--- config.mk ---
export PLATFORM = sky130hd
export DESIGN_NAME = rng_sched_flat
export DESIGN_NICKNAME = d
export VERILOG_FILES = /design/src/rtl/rng_sched_if.sv /design/src/rtl/rng_sched.sv /design/src/flat_wrapper.sv
export SDC_FILE = /design/constraint.sdc
export NUM_CORES = 1
export LEC_CHECK = 0
export CAP_MARGIN = 20
export CORE_MARGIN = 4
export CORE_UTILIZATION = 52
export DETAILED_ROUTE_END_ITERATION = 7
export HOLD_SLACK_MARGIN = 0.1
export PLACE_DENSITY = 0.84
export SLEW_MARGIN = 20
export SYNTH_ARGS = -nofsm -noshare
export SYNTH_HDL_FRONTEND = slang
export SYNTH_SLANG_ARGS = --single-unit
--- constraint.sdc ---
create_clock -name clk -period 3 [get_ports clk]
set_input_delay 0.6 -clock clk [delete_from_list [all_inputs] [get_ports clk]]
set_output_delay 0.6 -clock clk [all_outputs]
set_load 0.03 [all_outputs]
--- src/rtl/rng_sched_if.sv ---
// Requester-side bus of the RNG scheduler: level requests in, and a one-hot
// grant pulse carrying a fresh random value back.
interface rng_sched_if #(
   parameter int NREQ  = 4,
   parameter int WIDTH = 10
);
   logic [NREQ-1:0]  req_i;
   logic [NREQ-1:0]  gnt_o;
   logic [WIDTH-1:0] rand_o;
   logic             valid_o;

   // game logic drives requests and consumes grants
   modport master (output req_i, input gnt_o, rand_o, valid_o);
   // the scheduler consumes requests and produces grants
   modport slave  (input req_i, output gnt_o, rand_o, valid_o);
endinterface

--- src/rtl/rng_sched.sv ---
// Scheduler/arbiter for the shared RNG core. Seeds the core, steps it on idle
// frame ticks and hands each value to exactly one requester, round-robin.
module rng_sched #(
   parameter int               NREQ         = 4,
   parameter int               WIDTH        = 10,
   parameter int               STEP_LAT     = 2,
   parameter logic [WIDTH-1:0] DEFAULT_SEED = 10'd661
) (
   input  logic             clk,
   input  logic             rst,
   input  logic             frame_i,
   input  logic             reseed_i,
   input  logic [WIDTH-1:0] seed_i,
   rng_sched_if.slave       bus,
   output logic             busy_o,
   output logic             rng_rst_o,
   output logic [WIDTH-1:0] rng_seed_o,
   output logic             rng_step_o,
   input  logic [WIDTH-1:0] rng_val_i
);
   localparam int PW = (NREQ > 1) ? $clog2(NREQ) : 1;

   typedef enum logic [2:0] {SEED, SETTLE, IDLE, GRANT, STEP, WAIT} state_t;

   state_t           state, state_n;
   logic [PW-1:0]    rr_ptr, rr_ptr_n;
   logic [3:0]       cnt, cnt_n;
   logic             pend_reseed, pend_reseed_n;
   logic             pend_frame, pend_frame_n;
   logic [WIDTH-1:0] seed_lat, seed_lat_n;

   logic [NREQ-1:0]  gnt_q, gnt_n;
   logic [WIDTH-1:0] rand_q, rand_n;
   logic             valid_q, valid_n;
   logic             busy_n, rng_rst_n, rng_step_n;
   logic [WIDTH-1:0] rng_seed_n;

   logic             any_req;
   logic [PW-1:0]    winner, idx;

   assign bus.gnt_o   = gnt_q;
   assign bus.rand_o  = rand_q;
   assign bus.valid_o = valid_q;

   // round-robin search: first asserted request at or after rr_ptr
   always_comb begin
      any_req = 1'b0;
      winner  = '0;
      idx     = '0;
      for (int i = 0; i < NREQ; i++) begin
         idx = PW'((int'(rr_ptr) + i) % NREQ);
         if (!any_req && bus.req_i[idx]) begin
            any_req = 1'b1;
            winner  = idx;
         end
      end
   end

   // next state, pending-event bookkeeping and next registered outputs
   always_comb begin
      state_n       = state;
      cnt_n         = cnt;
      rr_ptr_n      = rr_ptr;
      pend_reseed_n = pend_reseed;
      pend_frame_n  = pend_frame;
      seed_lat_n    = seed_lat;
      rng_seed_n    = rng_seed_o;

      // events arriving while busy are remembered; frames collapse to one
      if (state != IDLE) begin
         if (frame_i) pend_frame_n = 1'b1;
         if (reseed_i) begin
            pend_reseed_n = 1'b1;
            seed_lat_n    = seed_i;
         end
      end

      case (state)
         SEED: begin
            state_n = SETTLE;
            cnt_n   = '0;
         end
         SETTLE, WAIT: begin
            if (cnt == 4'(STEP_LAT - 1)) begin
               state_n = IDLE;
               cnt_n   = '0;
            end else begin
               cnt_n = cnt + 4'd1;
            end
         end
         IDLE: begin
            if (reseed_i || pend_reseed) begin
               // a fresh pulse is newer than any latched seed
               state_n       = SEED;
               rng_seed_n    = reseed_i ? seed_i : seed_lat;
               pend_reseed_n = 1'b0;
               pend_frame_n  = 1'b0;
            end else if (any_req) begin
               state_n  = GRANT;
               rr_ptr_n = (int'(winner) == NREQ - 1) ? '0 : winner + 1'b1;
            end else if (frame_i || pend_frame) begin
               state_n = STEP;
            end
         end
         GRANT: state_n = STEP;
         STEP: begin
            state_n = WAIT;
            cnt_n   = '0;
         end
         default: state_n = SEED;
      endcase

      // any step, grant-driven or frame-driven, satisfies a pending frame
      if (state_n == STEP) pend_frame_n = 1'b0;

      gnt_n = '0;
      if (state_n == GRANT) gnt_n[winner] = 1'b1;
      valid_n    = (state_n == GRANT);
      rand_n     = (state_n == GRANT) ? rng_val_i : rand_q;
      busy_n     = (state_n != IDLE);
      rng_rst_n  = (state_n == SEED);
      rng_step_n = (state_n == STEP);
   end

   // state and registered outputs; reset restarts from a default-seed load
   always_ff @(posedge clk or negedge rst) begin
      if (!rst) begin
         state       <= SEED;
         cnt         <= '0;
         rr_ptr      <= '0;
         pend_reseed <= 1'b0;
         pend_frame  <= 1'b0;
         seed_lat    <= DEFAULT_SEED;
         gnt_q       <= '0;
         rand_q      <= '0;
         valid_q     <= 1'b0;
         busy_o      <= 1'b1;
         rng_rst_o   <= 1'b1;
         rng_seed_o  <= DEFAULT_SEED;
         rng_step_o  <= 1'b0;
      end else begin
         state       <= state_n;
         cnt         <= cnt_n;
         rr_ptr      <= rr_ptr_n;
         pend_reseed <= pend_reseed_n;
         pend_frame  <= pend_frame_n;
         seed_lat    <= seed_lat_n;
         gnt_q       <= gnt_n;
         rand_q      <= rand_n;
         valid_q     <= valid_n;
         busy_o      <= busy_n;
         rng_rst_o   <= rng_rst_n;
         rng_seed_o  <= rng_seed_n;
         rng_step_o  <= rng_step_n;
      end
   end
endmodule

--- src/flat_wrapper.sv ---
// flat-port wrapper written by rule: the top's interface ports become plain ports
module rng_sched_flat 
#(
   parameter int               NREQ         = 4,
   parameter int               WIDTH        = 10,
   parameter int               STEP_LAT     = 2,
   parameter logic [WIDTH-1:0] DEFAULT_SEED = 10'd661
)
  (clk, rst, frame_i, reseed_i, seed_i, busy_o, rng_rst_o, rng_seed_o, rng_step_o, rng_val_i, bus_req_i, bus_gnt_o, bus_rand_o, bus_valid_o);
  rng_sched_if #(.NREQ(NREQ), .WIDTH(WIDTH)) bus_i ();
  input  logic clk;
  input  logic rst;
  input  logic frame_i;
  input  logic reseed_i;
  input  logic [WIDTH-1:0] seed_i;
  output logic busy_o;
  output logic rng_rst_o;
  output logic [WIDTH-1:0] rng_seed_o;
  output logic rng_step_o;
  input  logic [WIDTH-1:0] rng_val_i;
  input wire logic [$bits(bus_i.req_i)-1:0] bus_req_i;
  output wire logic [$bits(bus_i.gnt_o)-1:0] bus_gnt_o;
  output wire logic [$bits(bus_i.rand_o)-1:0] bus_rand_o;
  output wire logic [$bits(bus_i.valid_o)-1:0] bus_valid_o;
  assign bus_i.req_i = bus_req_i;
  assign bus_gnt_o = bus_i.gnt_o;
  assign bus_rand_o = bus_i.rand_o;
  assign bus_valid_o = bus_i.valid_o;
  rng_sched #(.NREQ(NREQ), .WIDTH(WIDTH), .STEP_LAT(STEP_LAT), .DEFAULT_SEED(DEFAULT_SEED)) u_core (.clk(clk), .rst(rst), .frame_i(frame_i), .reseed_i(reseed_i), .seed_i(seed_i), .bus(bus_i), .busy_o(busy_o), .rng_rst_o(rng_rst_o), .rng_seed_o(rng_seed_o), .rng_step_o(rng_step_o), .rng_val_i(rng_val_i));
endmodule
==> reports/qor.txt <==
R2R Setup Slk: 1060 ps
commonest non-fill, non-tap cells in the layout: clkdlybuf4s50_1, dfrtp_1, nor2_1, mux2_2, a21oi_1
dominant cells by area after synthesis: dfrtp_1, dfstp_2, mux2_2
final slew viol count: 0
worst setup path class: input pin to flop
TritonCTS clock tree: done
Cell Area, Synth: 2170 µm²
Die ar.: 5270 µm²
routed via count: 1489
maxcap violations: 0
DRC violations left: 0
routability cong.: 0.746
DR vias/cell: 5.24
Static Leakage: 0.00127 µW
initial antenna violation count: 0
non-filler cells, final: 284
CTS buffer count: 5
Final Cell Area: 2890 µm²
Yosys cell types: 39
Slowest-stage cell, CP: clkdlybuf4s50_1
Worst Setup SP: bus_req_i[3]
Setup TNS: 0 ps
Area Growth Syn to Fin: 32.9%
vias in the first global route: 1555
sequential-to-total area share from yosys stat: 57.2%
largest net degree at the start of global routing: 29
I/O Pins: 56
RSZ-0062 raised after global routing: no
DP Cell Count: 276
Rel. slew slack: 60.0%
die height: 72.6 µm
max incr delay on CP: 560 ps
fin crit share: 71.8%
worst setup margin: 847 ps
CP Max Fanout: 6
final setup vio count: 0
critical path endpoint: u_core.rr_ptr[1]
WL final: 4010 µm
port buffer count: 55
post-synth net total: 208
Post-CTS Setup Inserts: 0
FMAX: 0.464 GHz
Arr. time, crit path: 2340 ps
fin crit period: 2150 ps
detailed placement HPWL: 2950 µm
Root Driver: clkbuf_8
Initial Util: 53.9%
Sink Count: 49
row cnt: 23
WP data required: 3190 ps
All-Layer GR Usage: 16.7%
worst-margin pin slew: 600 ps
CTS clk-pin slew, worst paths: 80 ps
post-place setup slack: 514 ps
Setup Skew: 4.77 ps
FF-to-FF Start: u_core.state[1]
Yosys reg bits: 49
latest clock arrival within the worst-skew pair: 300 ps
worst path cell trace: clkdlybuf4s50_1 -> mux2i_1 -> a211oi_1 -> ha_1 -> mux2_4
WP depth: 5
R2R depth: 5
Synth area leader: dfrtp_1
worst flop-to-flop path endpoint: u_core.bus.rand_o[4]
DR iter-0 viols: 64
clk buf depth: 2
core area: 4030 µm²
first-pass GRT wire length: 6810 µm
CP bufs+invs: 1
Final #Nets: 267
crit end category: flop
pwr dens: 856 nW/µm²
antenna viol nets, final: 0
average wire per standard cell: 14.1 µm
crit-path leading delay family: buffers and inverters
width of the die: 72.6 µm
Hold-fix buffers, CTS: 0
H-Tree Depth: 2
kind of start point of the critical path: input pin
Worst Hold Class: input pin to async pin
share of the synthesized area in the top cell type: 42.7%
Fill cells: 301
Detailed Routing Iterations Pass 1: 4
final hold violations: 0
GRT overflow: 0
synth warn: 0
share of cells above drive strength 1: 22.2%
cts repair resizes: 0
peak supply drop: 0.348 mV
most common cell after layout, fill and taps aside: clkdlybuf4s50_1
syn_area_per_cell: 12.5 µm²
Mapped Cells: 174
Ant. Diodes: 0
placed cell area: 2770 µm²
status: finished clean
-- area by class of cell --
type	instances	area, µm²	share of cell area [%]
multi-input combinational	114	870	30.1
clock inverter	2	37.5	1.30
timing repair buffer	58	568	19.7
tap	50	62.6	2.17
clock buffer	6	82.6	2.86
inverter	5	23.8	0.824
sequential	49	1240	43.0
-- worst min-delay path by stage --
stage,slack (ps),end,start,cells past startpoint
after floorplan,300,u_core.bus.gnt_o[0],rst,0
after global routing,350,u_core.cnt[1],rst,1
after global placement,470,u_core.bus.rand_o[6],u_core.bus.rand_o[6],1
final,300,u_core.cnt[1],rst,1
after CTS,320,u_core.cnt[1],rst,1
after detailed placement,480,u_core.bus.rand_o[6],u_core.bus.rand_o[6],1
-- routing by layer --
metal / vias to the layer above / share of wire (%) / global-route usage (%)
li1: 723 / - / -
met1: 707 / 43 / 20.9
met2: 53 / 47 / 26.3
met3: 6 / 8.7 / 6.75
met4: 0 / 1.2 / 6.15
met5: - / 0 / 0
-- registers in the layout (all words and copies together), names as in the netlist --
signal              cells
u_core.cnt              4
u_core.bus.valid_o      1
u_core.bus.gnt_o        4
u_core.rr_ptr           2
u_core.rng_rst_o        1
u_core.pend_reseed      1
u_core.rng_seed_o      10
u_core.pend_frame       1
u_core.rng_step_o       1
u_core.state            3
u_core.bus.rand_o      10
u_core.seed_lat        10
u_core.busy_o           1
-- kinds of logic (layout without fill, tap and decap cells) --
| logic type | after synthesis | in the layout | share of synthesized area (%) |
|---|---|---|---|
| DFF | 49 | 49 | 57.2 |
| and+or+nand+nor | 45 | 45 | 11.5 |
| muxes | 32 | 32 | 16.7 |
| AOI/OAI and AO/OA | 31 | 31 | 8.41 |
| buffers and inverters | 11 | 71 | 2.77 |
| adders and majority gates | 6 | 6 | 3.46 |
-- Yosys cell counts, drive strengths merged --
cell type / n
and2: 4
dfstp: 12
o21ai: 5
o22ai: 2
a21o: 2
a22oi: 1
nand2: 9
or4: 1
o211ai: 1
mux2i: 11
nor2: 16
dfrtp: 37
clkinv: 1
nand3: 1
and3b: 1
mux2: 21
or2: 2
and3: 1
o22a: 1
a21oi: 15
ha: 6
nand2b: 1
nor3: 1
or3b: 2
or3: 1
inv: 4
nand3b: 2
nor3b: 2
nor2b: 1
o31ai: 2
a211oi: 1
clkbuf: 3
a22o: 1
buf: 3
-- where the power goes --
part	total (µW)	internal (µW)	leakage, µW	switching (µW)
logic	950	445	0.000625	505
registers	1040	894	0.000583	143
clock network	483	271	0.0000574	212
total	2470	1610	0.00127	859
-- worst register-to-register path, cell delays in order, from the launching register on --
cell      delay, ps
dfrtp_1         540
or3b_1          490
nor3_4          200
nand2_2         110
clkinv_4        140
mux2_2          350
-- metrics by stage --
step / power, µW / hold slack [ps] / util [%]
6_report: 2470 / 297 / 71.6
5_1_grt: 2620 / 350 / 71.6
4_1_cts: 2500 / 319 / 71.6
3_5_place_dp: 2010 / 485 / 68.6
3_3_place_gp: 1980 / 469 / 68.6
2_1_floorplan: 1630 / 304 / -
Note: power is estimated with default switching activity, not from simulation.
